===== src/rtl/tm1638_pkg.sv =====
// tm1638_pkg
//    Shared types and constants for the TM1638 page scheduler.
//    state_t      : scheduler FSM states
//    KEY_*        : key lane assignments on the driver's key_values bus
//    SUP_*        : digit-suppress patterns (1 = digit blanked)
//    onehot8()    : page index to one-hot dot pattern
package tm1638_pkg;

   typedef enum logic [1:0] {
      IDLE  = 2'd0,
      SHOW  = 2'd1,
      ALERT = 2'd2
   } state_t;

   localparam int KEY_NEXT = 0;
   localparam int KEY_PREV = 1;
   localparam int KEY_AUTO = 7;

   localparam logic [7:0] SUP_ALL  = 8'hFF;
   localparam logic [7:0] SUP_NONE = 8'h00;

   function automatic logic [7:0] onehot8(input logic [2:0] idx);
      return 8'b0000_0001 << idx;
   endfunction

endpackage


===== src/rtl/tm1638_key_debounce.sv =====
// tm1638_key_debounce
//    Eight independent key debouncers evaluated on the 1 ms tick. A lane
//    commits a new level once the raw input has differed from the committed
//    level for C_DEB_TICKS consecutive ticks; any tick where they agree
//    restarts the count.
// Ports
//    clk     in   system clock
//    n_rst   in   asynchronous active-low reset
//    tick    in   1-clk evaluation strobe
//    raw     in   [7:0] raw key levels from the driver
//    stable  out  [7:0] debounced key levels
//    press   out  [7:0] 1-clk pulse where stable[k] goes 0->1
module tm1638_key_debounce
   import tm1638_pkg::*;
#(
   parameter int C_DEB_TICKS = 20
) (
   input  logic       clk,
   input  logic       n_rst,
   input  logic       tick,
   input  logic [7:0] raw,
   output logic [7:0] stable,
   output logic [7:0] press
);

   localparam int DW = $clog2(C_DEB_TICKS + 1);

   logic [DW-1:0] cnt [8];

   always_ff @(posedge clk or negedge n_rst) begin
      if (!n_rst) begin
         stable <= '0;
         press  <= '0;
         for (int i = 0; i < 8; i++) begin
            cnt[i] <= '0;
         end
      end else begin
         press <= '0;
         if (tick) begin
            for (int i = 0; i < 8; i++) begin
               if (raw[i] == stable[i]) begin
                  cnt[i] <= '0;
               end else if (cnt[i] == DW'(C_DEB_TICKS - 1)) begin
                  // this tick is the C_DEB_TICKS-th in a row that disagreed
                  stable[i] <= raw[i];
                  press[i]  <= raw[i];
                  cnt[i]    <= '0;
               end else begin
                  cnt[i] <= cnt[i] + 1'b1;
               end
            end
         end
      end
   end

endmodule


===== src/rtl/tm1638_page_sched.sv =====
// tm1638_page_sched
//    Shares one TM1638 display between C_NPAGE page sources. Debounced keys
//    give next/prev/auto-rotate navigation; an alert forces the lowest
//    alerting page onto the display with blinking digits.
// Ports
//    clk, n_rst         clock, asynchronous active-low reset
//    page_req           [N]    page i has content
//    alert_req          [N]    page i demands forced, blinking display
//    page_data          [32N]  display word of page i at [32i+31:32i]
//    page_leds          [8N]   LED byte of page i
//    page_bcd           [N]    page i wants binary-to-BCD conversion
//    key_values         [8]    raw keys from the driver
//    display_data_o     [32]   to driver display_data_input
//    leds_o, dots_o     [8]    to driver leds_input / dots_input
//    sup_digits_o       [8]    to driver SUP_DIGITS_i (1 = blanked)
//    enable_bin2bcd_o          to driver enable_bin2bcd
//    cur_page           [clog2 N] selected page
//    auto_rot                  auto-rotate enabled
//    key_press          [8]    1-clk pulse per debounced key press
//
// state | meaning
// IDLE  | no page requests; display blanked
// SHOW  | showing cur_page; keys navigate, auto-rotate may advance
// ALERT | showing lowest alerting page, digits blink; NEXT/PREV ignored
module tm1638_page_sched
   import tm1638_pkg::*;
#(
   parameter int C_FCK         = 50_000_000,
   parameter int C_TICK_HZ     = 1000,
   parameter int C_NPAGE       = 4,
   parameter int C_DEB_TICKS   = 20,
   parameter int C_ROT_TICKS   = 2000,
   parameter int C_BLINK_TICKS = 250
) (
   input  logic                         clk,
   input  logic                         n_rst,
   input  logic [C_NPAGE-1:0]           page_req,
   input  logic [C_NPAGE-1:0]           alert_req,
   input  logic [32*C_NPAGE-1:0]        page_data,
   input  logic [8*C_NPAGE-1:0]         page_leds,
   input  logic [C_NPAGE-1:0]           page_bcd,
   input  logic [7:0]                   key_values,
   output logic [31:0]                  display_data_o,
   output logic [7:0]                   leds_o,
   output logic [7:0]                   dots_o,
   output logic [7:0]                   sup_digits_o,
   output logic                         enable_bin2bcd_o,
   output logic [$clog2(C_NPAGE)-1:0]   cur_page,
   output logic                         auto_rot,
   output logic [7:0]                   key_press
);

   localparam int PW   = $clog2(C_NPAGE);
   localparam int TDIV = C_FCK / C_TICK_HZ;
   localparam int TW   = (TDIV > 1) ? $clog2(TDIV) : 1;
   localparam int RW   = $clog2(C_ROT_TICKS + 1);
   localparam int BW   = $clog2(C_BLINK_TICKS + 1);

   // Returns {found, index}: first requesting page scanning away from base
   // (up or down, wrapping); base itself only if nothing else requests.
   function automatic logic [PW:0] search(input logic [PW-1:0]      base,
                                          input logic [C_NPAGE-1:0] req,
                                          input logic               up);
      logic [PW:0] r;
      r = '0;
      if (req[base]) r = {1'b1, base};
      // descending loop so the nearest candidate is written last
      for (int k = C_NPAGE - 1; k >= 1; k--) begin
         int j;
         j = up ? (int'(base) + k) % C_NPAGE
                : (int'(base) - k + C_NPAGE) % C_NPAGE;
         if (req[PW'(j)]) r = {1'b1, PW'(j)};
      end
      return r;
   endfunction

   function automatic logic [PW-1:0] lowest(input logic [C_NPAGE-1:0] req);
      logic [PW-1:0] r;
      r = '0;
      for (int i = C_NPAGE - 1; i >= 0; i--) begin
         if (req[i]) r = PW'(i);
      end
      return r;
   endfunction

   // tick generator
   logic [TW-1:0] tick_cnt;
   logic          tick;

   assign tick = (tick_cnt == TW'(TDIV - 1));

   always_ff @(posedge clk or negedge n_rst) begin
      if (!n_rst) begin
         tick_cnt <= '0;
      end else if (tick) begin
         tick_cnt <= '0;
      end else begin
         tick_cnt <= tick_cnt + 1'b1;
      end
   end

   // debounced keys; the level itself is not needed by the scheduler
   logic [7:0] press;
   logic [7:0] unused_key_stable;

   tm1638_key_debounce #(
      .C_DEB_TICKS (C_DEB_TICKS)
   ) u_deb (
      .clk    (clk),
      .n_rst  (n_rst),
      .tick   (tick),
      .raw    (key_values),
      .stable (unused_key_stable),
      .press  (press)
   );

   assign key_press = press;

   // page search candidates
   logic [PW:0]   nxt;
   logic [PW:0]   prv;
   logic [PW:0]   restore_nxt;
   logic [PW-1:0] saved_page;

   assign nxt         = search(cur_page, page_req, 1'b1);
   assign prv         = search(cur_page, page_req, 1'b0);
   assign restore_nxt = search(saved_page, page_req, 1'b1);

   logic nav_next;
   logic nav_prev;

   assign nav_next = press[KEY_NEXT];
   assign nav_prev = press[KEY_PREV];

   state_t        state;
   logic [RW-1:0] rot_cnt;
   logic [BW-1:0] blink_cnt;
   logic          blink_ph;

   always_ff @(posedge clk or negedge n_rst) begin
      if (!n_rst) begin
         state            <= IDLE;
         cur_page         <= '0;
         saved_page       <= '0;
         auto_rot         <= 1'b1;
         rot_cnt          <= '0;
         blink_cnt        <= '0;
         blink_ph         <= 1'b0;
         display_data_o   <= '0;
         leds_o           <= '0;
         dots_o           <= '0;
         sup_digits_o     <= SUP_ALL;
         enable_bin2bcd_o <= 1'b0;
      end else begin
         // auto-rotate toggle works in every state, alerts included
         if (press[KEY_AUTO]) auto_rot <= ~auto_rot;

         // output mux: one clk behind cur_page / state / page inputs
         case (state)
            SHOW, ALERT: begin
               display_data_o   <= page_data[{cur_page, 5'd0} +: 32];
               leds_o           <= page_leds[{cur_page, 3'd0} +: 8];
               enable_bin2bcd_o <= page_bcd[cur_page];
               dots_o           <= onehot8(3'(cur_page)) | {auto_rot, 7'd0};
               sup_digits_o     <= (state == ALERT && blink_ph) ? SUP_ALL : SUP_NONE;
            end
            default: begin
               display_data_o   <= '0;
               leds_o           <= '0;
               enable_bin2bcd_o <= 1'b0;
               dots_o           <= '0;
               sup_digits_o     <= SUP_ALL;
            end
         endcase

         if (|alert_req) begin
            if (state != ALERT) begin
               saved_page <= cur_page;
               blink_cnt  <= '0;
               blink_ph   <= 1'b0;
            end else if (tick) begin
               if (blink_cnt == BW'(C_BLINK_TICKS - 1)) begin
                  blink_cnt <= '0;
                  blink_ph  <= ~blink_ph;
               end else begin
                  blink_cnt <= blink_cnt + 1'b1;
               end
            end
            state    <= ALERT;
            cur_page <= lowest(alert_req);
         end else begin
            case (state)
               IDLE: begin
                  if (|page_req) begin
                     state    <= SHOW;
                     cur_page <= lowest(page_req);
                     rot_cnt  <= '0;
                  end
               end
               ALERT: begin
                  rot_cnt <= '0;
                  if (page_req[saved_page]) begin
                     state    <= SHOW;
                     cur_page <= saved_page;
                  end else if (restore_nxt[PW]) begin
                     state    <= SHOW;
                     cur_page <= restore_nxt[PW-1:0];
                  end else begin
                     state <= IDLE;
                  end
               end
               SHOW: begin
                  if (!page_req[cur_page]) begin
                     rot_cnt <= '0;
                     if (nxt[PW]) begin
                        cur_page <= nxt[PW-1:0];
                     end else begin
                        state <= IDLE;
                     end
                  end else if (nav_next || nav_prev) begin
                     // key wins over a coincident timer expiry
                     rot_cnt <= '0;
                     if (nav_next && !nav_prev) begin
                        cur_page <= nxt[PW-1:0];
                     end else if (nav_prev && !nav_next) begin
                        cur_page <= prv[PW-1:0];
                     end
                  end else if (auto_rot && tick) begin
                     if (rot_cnt == RW'(C_ROT_TICKS - 1)) begin
                        rot_cnt  <= '0;
                        cur_page <= nxt[PW-1:0];
                     end else begin
                        rot_cnt <= rot_cnt + 1'b1;
                     end
                  end
               end
               default: state <= IDLE;
            endcase
         end
      end
   end

endmodule


===== config.mk =====
export PLATFORM = sky130hd
export DESIGN_NAME = tm1638_page_sched
export DESIGN_NICKNAME = d
export VERILOG_FILES = /design/src/rtl/tm1638_pkg.sv /design/src/rtl/tm1638_key_debounce.sv /design/src/rtl/tm1638_page_sched.sv
export SDC_FILE = /design/constraint.sdc
export NUM_CORES = 1
export LEC_CHECK = 0
export ABC_AREA = 1
export ABC_CLOCK_PERIOD_IN_PS = 2000
export CAP_MARGIN = 20
export CORE_ASPECT_RATIO = 1.2
export CORE_UTILIZATION = 40
export DETAILED_ROUTE_END_ITERATION = 12
export PLACE_DENSITY = 0.75
export SLEW_MARGIN = 20
export SYNTH_ARGS = -nofsm -noshare
export SYNTH_HDL_FRONTEND = slang
export SYNTH_SLANG_ARGS = --single-unit
export TNS_END_PERCENT = 20

===== constraint.sdc =====
create_clock -name clk -period 2 [get_ports clk]
set_input_delay 0.4 -clock clk [delete_from_list [all_inputs] [get_ports clk]]
set_output_delay 0.4 -clock clk [all_outputs]
set_load 0.01 [all_outputs]

==> metrics.csv, run 1 <==
stage,metric,value,unit
critical_path,Critical Path Start,sup_digits_o[6]$_DFF_PN1_,
clocking,clk_lat worst skew,0.43,ns
critical_path,crit path buf inv count,1,
layout,Area Growth Syn to Fin,43.3,%
detailed_routing,DRT Pass-1 Iters,5,
detailed_routing,DRC,0,
synth,Mean Syn Cell Area,7.61,µm²
critical_path,R2R Path Start,tick_cnt[1]$_DFF_PN0_,
synth,"Distinct cells, synth",47,
clocking,CTS H-tree depth,4,
timing,Fin. Hold Viols,0,
clocking,clock sinks,146,
layout,Non-Filler Instances,1632,
floorplanning,Starting Density,0.410,
critical_path,"Max FO, Critical Path",8,
clocking,"Clk pin slew, worst setup/hold paths",0.06,ns
timing,# setup viols final,0,
critical_path,Worst setup EP type,output port,
clocking,clock buffer depth,2,
synth,top post-synthesis cells by area,"dfrtp_1 43%, nor2_1 9.8%, o21ai_0 7.7%",
critical_path,cells on worst reg2reg path,8,
critical_path,"Largest stage delay, worst path",0.58,ns
synth,Post-Syn Instances,1090,
detailed_routing,Routed Antenna Nets,0,
place,placed instance area,11200,µm²
place,DP Wirelength,18400,µm
power,PwrDens,679,nW/µm²
clocking,Num CTS Buffers,17,
critical_path,Required @ worst endpoint,1.60,ns
synth,most common library cells after synthesis,"216 x nor2_1, 148 x nand2_1, 144 x dfrtp_1",
critical_path,CP cell instances,clkdlybuf4s50_1,
power,PnR Total Power,8.07,mW
power,peak supply drop,534,µV
clocking,CTS root buffer,clkbuf_16,
global_routing,pin count of the biggest net entering global routing,84,
floorplanning,die height,160,µm
critical_path,Reg2Reg Setup Slack,0.16,ns
timing,RSZ-0062 raised after global routing,yes,
critical_path,CP Class,reg -> out,
synth,area share of the largest cell type after synthesis,0.434,
detailed_routing,DR vias,8258,
detailed_routing,Avg WL per Cell,15.2,µm
synth,main flop type after synthesis,dfrtp_1,
synth,Seq cells post-synth,146,
layout,fin nets,1555,
global_routing,GR Overflow Total,0,
timing,max_slew headroom,0.654,
synth,Syn Std Cell Area,8300,µm²
synth,number of enable flip-flop cells after synthesis,0,
power,Pleak,5.29,nW
floorplanning,Top-Level Pins,250,
floorplanning,die area,21300,µm²
timing,setup TNS,0,ns
synth,Yosys top cell by area,dfrtp_1,
layout,"Design Area, Final",11900,µm²
global_routing,all-layer global routing usage,0.240,
synth,most numerous cell in the Yosys netlist,nor2_1,
critical_path,"CP delay by family, top",flip-flops,
timing,Tcrit/Tclk final,0.974,
place,final RePlAce weighted congestion,0.912,
global_routing,vias in the first global route,7983,
global_routing,first-pass GRT wire length,40500,µm
synth,"Seq/Total Area, Yosys",0.441,
outcome,outcome,"complete, no violations",
critical_path,Crit path depth,1,
job,Max-cap violations,0,
detailed_routing,vias per inst,5.06,
synth,Async SR Flop Fraction,1.00,
detailed_routing,Post-Route WL,24900,µm
min_path,Worst Hold Launch,u_deb.press[7]$_DFF_PN0_,
floorplanning,die width,133,µm
min_path,hold depth,1,
timing,Fmax,0.513,GHz
timing,Slew Limit Fails,0,
detailed_routing,DRT iter0 DRCs,451,
min_path,Worst Hold Class,reg -> reg,
synth,Yosys warnings,0,
clocking,CTS tree,done,
place,IO buf count,246,
layout,antenna cells,0,
layout,layout cell share with drive strength beyond 1,0.0922,
critical_path,Startpoint Class,register,
timing,Least-Margin Pin Slew,0.518,ns
timing,Clock Skews,0.0129,ns
critical_path,Crit-path slowest cell,dfstp_2,
floorplanning,Std-Cell Rows,57,
place,Inst Count DP,1593,
global_routing,initial antenna violation count,1,
timing,fin crit period,1.95,ns
layout,fillers,1820,
layout,final core occ,0.587,
critical_path,Crit path arrival time,1.55,ns
floorplanning,Placeable Area,20300,µm²
stage by stage:
stage               worst slack [ns]  hold WS (ns)
floorplan                     0.0491         0.104
global placement              -0.210         0.393
detailed placement            -0.232         0.396
CTS                          0.00801         0.466
global route                -0.00411         0.475
finish                        0.0523         0.459
cell usage in the layout (no fill, tap or decap), types with 4 or more instances in the layout:
cell type	n
o21ai_1	16
o31ai_1	5
buf_12	6
nor2_1	215
buf_4	42
nor3_1	17
dlymetal6s2s_1	4
nor2_2	7
clkinv_2	4
dfrtp_1	142
o21ai_0	127
a21oi_1	60
nand2_1	148
nand2_2	5
inv_1	97
o22ai_1	22
nand4_1	21
clkdlybuf4s50_1	240
nor3_2	4
a32o_1	6
clkbuf_16	17
xor2_1	19
xnor2_1	11
nand3_1	55
inv_2	9
ha_1	17
registers in the layout, indices dropped and copies added (netlist names):
name,count
blink_ph,1
blink_cnt,8
u_deb.press,8
u_deb.stable,8
enable_bin2bcd_o,1
sup_digits_o,1
tick_cnt,16
u_deb.cnt,40
display_data_o,32
cur_page,2
rot_cnt,11
saved_page,2
leds_o,8
state,2
dots_o,5
auto_rot,1
what timing repair did:
action,4_1_cts,5_1_grt
setup buffers,1,5
cloned,0,0
endpoints found under the setup margin,3,36
hold buffers,1,0
pin swaps,0,1
endpoints found under the hold margin,43,0
gates resized for setup,2,9
routing by layer:
layer | share of wire | vias up | global-route usage
met5 | 0.00052 | - | 0
met4 | 0.027 | 2 | 0.0826
met3 | 0.060 | 46 | 0.0632
met2 | 0.48 | 224 | 0.402
met1 | 0.43 | 3873 | 0.296
li1 | - | 4113 | -
power breakdown:
part | internal [mW] | switching, mW
Clock | 1.78 | 1.29
Combinational | 0.932 | 0.851
Sequential | 3.13 | 0.0904
Total | 5.84 | 2.23
final timing paths:
kind                                              to
max                                  sup_digits_o[4]
min                             auto_rot$_DFFE_PN1P_
max reg2reg                u_deb.cnt[30]$_DFFE_PN0N_
min reg2reg                     auto_rot$_DFFE_PN1P_
max in group asynchronous  sup_digits_o[6]$_DFF_PN1_
min in group asynchronous   u_deb.cnt[1]$_DFFE_PN0N_
cell type report:
type / instances / area [µm²] / area share
Multi-Input combinational cell: 785 / 3990 / 0.336
Sequential cell: 146 / 3660 / 0.308
Timing Repair Buffer: 296 / 2930 / 0.246
Clock buffer: 20 / 457 / 0.0384
Inverter: 108 / 413 / 0.0347
Tap cell: 265 / 332 / 0.0279
Clock inverter: 12 / 108 / 0.00905
logic make-up after synthesis:
family,count (synthesis),synth area share
adders and majority gates,19,0.0287
xor gates and xnor gates,30,0.0317
buffers and inverters,161,0.0819
AOI/OAI and AO/OA,246,0.162
DFF,146,0.441
other,1,0.000452
and+or+nand+nor,487,0.255
No activity file was read; power rests on OpenSTA's default activity.
==> inputs of run 2 (changes only) <==
--- a/config.mk
+++ b/config.mk
@@ -9,9 +9,9 @@
 export ABC_CLOCK_PERIOD_IN_PS = 2000
 export CAP_MARGIN = 20
 export CORE_ASPECT_RATIO = 1.2
-export CORE_UTILIZATION = 40
+export CORE_UTILIZATION = 43
 export DETAILED_ROUTE_END_ITERATION = 12
-export PLACE_DENSITY = 0.75
+export PLACE_DENSITY = 0.8
 export SLEW_MARGIN = 20
 export SYNTH_ARGS = -nofsm -noshare
 export SYNTH_HDL_FRONTEND = slang
==> metrics.csv, run 2 (synthesized netlist as in run 1, its figures left out) <==
stage,metric,value,unit
outcome,outcome,"complete, no violations",
timing,setup TNS,0,ns
detailed_routing,Max Used Layer,met5,
power,Comb pwr share,0.213,
layout,layout cell share with drive strength beyond 1,0.0858,
layout,final core occ,0.625,
critical_path,Required @ worst endpoint,1.60,ns
detailed_routing,met2 routed WL,12100,µm
critical_path,Critical Path Start,cur_page[0]$_DFFE_PN0P_,
critical_path,Crit-path slowest cell,clkdlybuf4s50_1,
power,Pint,5.92,mW
critical_path,CP cell instances,clkdlybuf4s50_1,
power,Pleak,5.25,nW
clocking,clk_lat worst skew,0.42,ns
clocking,"Clk pin slew, worst setup/hold paths",0.06,ns
floorplanning,Placeable Area,18900,µm²
timing,Clock Skews,0.0102,ns
critical_path,"Largest stage delay, worst path",0.59,ns
timing,Tcrit/Tclk final,0.969,
place,DP Wirelength,18200,µm
global_routing,vias in the first global route,7833,
power,PnR Total Power,8.15,mW
floorplanning,die width,129,µm
power,PwrDens,691,nW/µm²
global_routing,GR Overflow Total,0,
detailed_routing,Post-Route WL,24500,µm
critical_path,"CP delay by family, top",buffers and inverters,
layout,fin nets,1540,
detailed_routing,DR vias,8292,
clocking,CTS root buffer,clkbuf_16,
layout,antenna cells,0,
layout,most frequent cells in the layout,"236 x clkdlybuf4s50_1, 214 x nor2_1, 148 x nand2_1",
floorplanning,Starting Density,0.440,
layout,Top reg by flops,u_deb.cnt,
layout,Area Growth Syn to Fin,42.1,%
floorplanning,die area,19900,µm²
place,placed instance area,11100,µm²
timing,Least-Margin Pin Slew,0.514,ns
detailed_routing,Avg WL per Cell,15.3,µm
timing,# setup viols final,0,
clocking,clock buffer depth,2,
timing,post-route setup slack,0.0629,ns
critical_path,R2R Path Start,tick_cnt[0]$_DFF_PN0_,
layout,Non-Filler Instances,1608,
timing,max_slew headroom,0.657,
global_routing,pin count of the biggest net entering global routing,60,
detailed_routing,Routed Antenna Nets,0,
layout,"leading cell type in the layout, fill and taps excluded",clkdlybuf4s50_1,
timing,Fmax,0.516,GHz
timing,Slew Limit Fails,0,
timing,fin crit period,1.94,ns
power,clock share of power,0.390,
global_routing,initial antenna violation count,1,
timing,hold slack,0.450,ns
detailed_routing,vias per inst,5.16,
critical_path,Startpoint Class,register,
min_path,Worst Hold Launch,u_deb.press[7]$_DFF_PN0_,
detailed_routing,metal3 WL,1500,µm
critical_path,crit path buf inv count,1,
min_path,Worst Hold Class,reg -> reg,
timing,Fin. Hold Viols,0,
global_routing,first-pass GRT wire length,39000,µm
critical_path,Worst setup EP type,output port,
layout,Largest register FFs,40,
detailed_routing,DRC,0,
place,DP Worst Slack,-0.190,ns
critical_path,CP Class,reg -> out,
place,Inst Count DP,1573,
layout,Largest regs,"u_deb.cnt (40), display_data_o (32), tick_cnt (16)",
floorplanning,Std-Cell Rows,55,
floorplanning,Top-Level Pins,250,
clocking,clock sinks,146,
clocking,Num CTS Buffers,17,
place,IO buf count,246,
clocking,CTS tree,done,
critical_path,Reg2Reg Setup Slack,0.16,ns
clocking,CTS H-tree depth,4,
power,switching share of total power,0.273,
critical_path,Crit path arrival time,1.54,ns
detailed_routing,met1 WL,10300,µm
floorplanning,die height,154,µm
job,Max-cap violations,0,
global_routing,all-layer global routing usage,0.252,
power,Seq pwr share,0.397,
power,peak supply drop,564,µV
critical_path,"Max FO, Critical Path",10,
layout,"Design Area, Final",11800,µm²
detailed_routing,DRT Pass-1 Iters,5,
power,net switching power figure,2.22,mW
place,final RePlAce weighted congestion,0.896,
detailed_routing,DRT iter0 DRCs,383,
## run 2: cell types whose count changed in the layout (fill, tap and decap cells not counted), sizes merged
cell           previous run  this run
buf                      50        35
dlygate4sd2               1         8
clkdlybuf4s50           240       236
dlymetal6s2s              4         1
clkinv                    7         9
clkinvlp                  3         1
bufinv                    1         2
clkbuf                   20        19
## run 2: worst paths after layout
path / to / cells past startpoint
max in group asynchronous: cur_page[0]$_DFFE_PN0P_ / 3
setup reg to reg: u_deb.cnt[3]$_DFFE_PN0N_ / 10
min in group asynchronous: display_data_o[23]$_DFF_PN0_ / 2
hold / removal: auto_rot$_DFFE_PN1P_ / 1
setup / recovery: cur_page[0] / 1
hold reg to reg: auto_rot$_DFFE_PN1P_ / 1
## run 2: repair_timing
item / CTS / global route
buffers inserted: 0 / 2
hold buffers: 1 / 0
endpoints found under the setup margin: 12 / 36
gates resized for setup: 11 / 10
endpoints found under the hold margin: 44 / 0
## run 2: final cells by class
class	count	area, µm²
fill	1670	7070
multi-input combinational	785	4010
sequential	146	3660
timing repair buffer	281	2800
clock buffer	19	453
inverter	108	409
tap	256	320
clock inverter	13	133
## run 2: metal layers
metal,vias to the layer above,global-route usage
met5,-,0
met4,2,0.105
met3,50,0.0571
met2,239,0.432
met1,3910,0.302
li1,4091,-
## run 2: power by group through the flow
| stage | Combinational, mW | Sequential [mW] | Clock [mW] |
|---|---|---|---|
| 2_1_floorplan | 0.748 | 3.33 | 0 |
| 3_3_place_gp | 1.74 | 3.28 | 0 |
| 3_5_place_dp | 1.76 | 3.29 | 0 |
| 4_1_cts | 1.75 | 3.23 | 3.25 |
| 5_1_grt | 1.90 | 3.25 | 3.37 |
| 6_report | 1.73 | 3.23 | 3.18 |
==> inputs of run 3 (changes only) <==
--- a/config.mk
+++ b/config.mk
@@ -16,4 +16,3 @@
 export SYNTH_ARGS = -nofsm -noshare
 export SYNTH_HDL_FRONTEND = slang
 export SYNTH_SLANG_ARGS = --single-unit
-export TNS_END_PERCENT = 20
==> results of run 3 <==
Same layout as run 2: the final DEF is identical, and so are final timing and power.
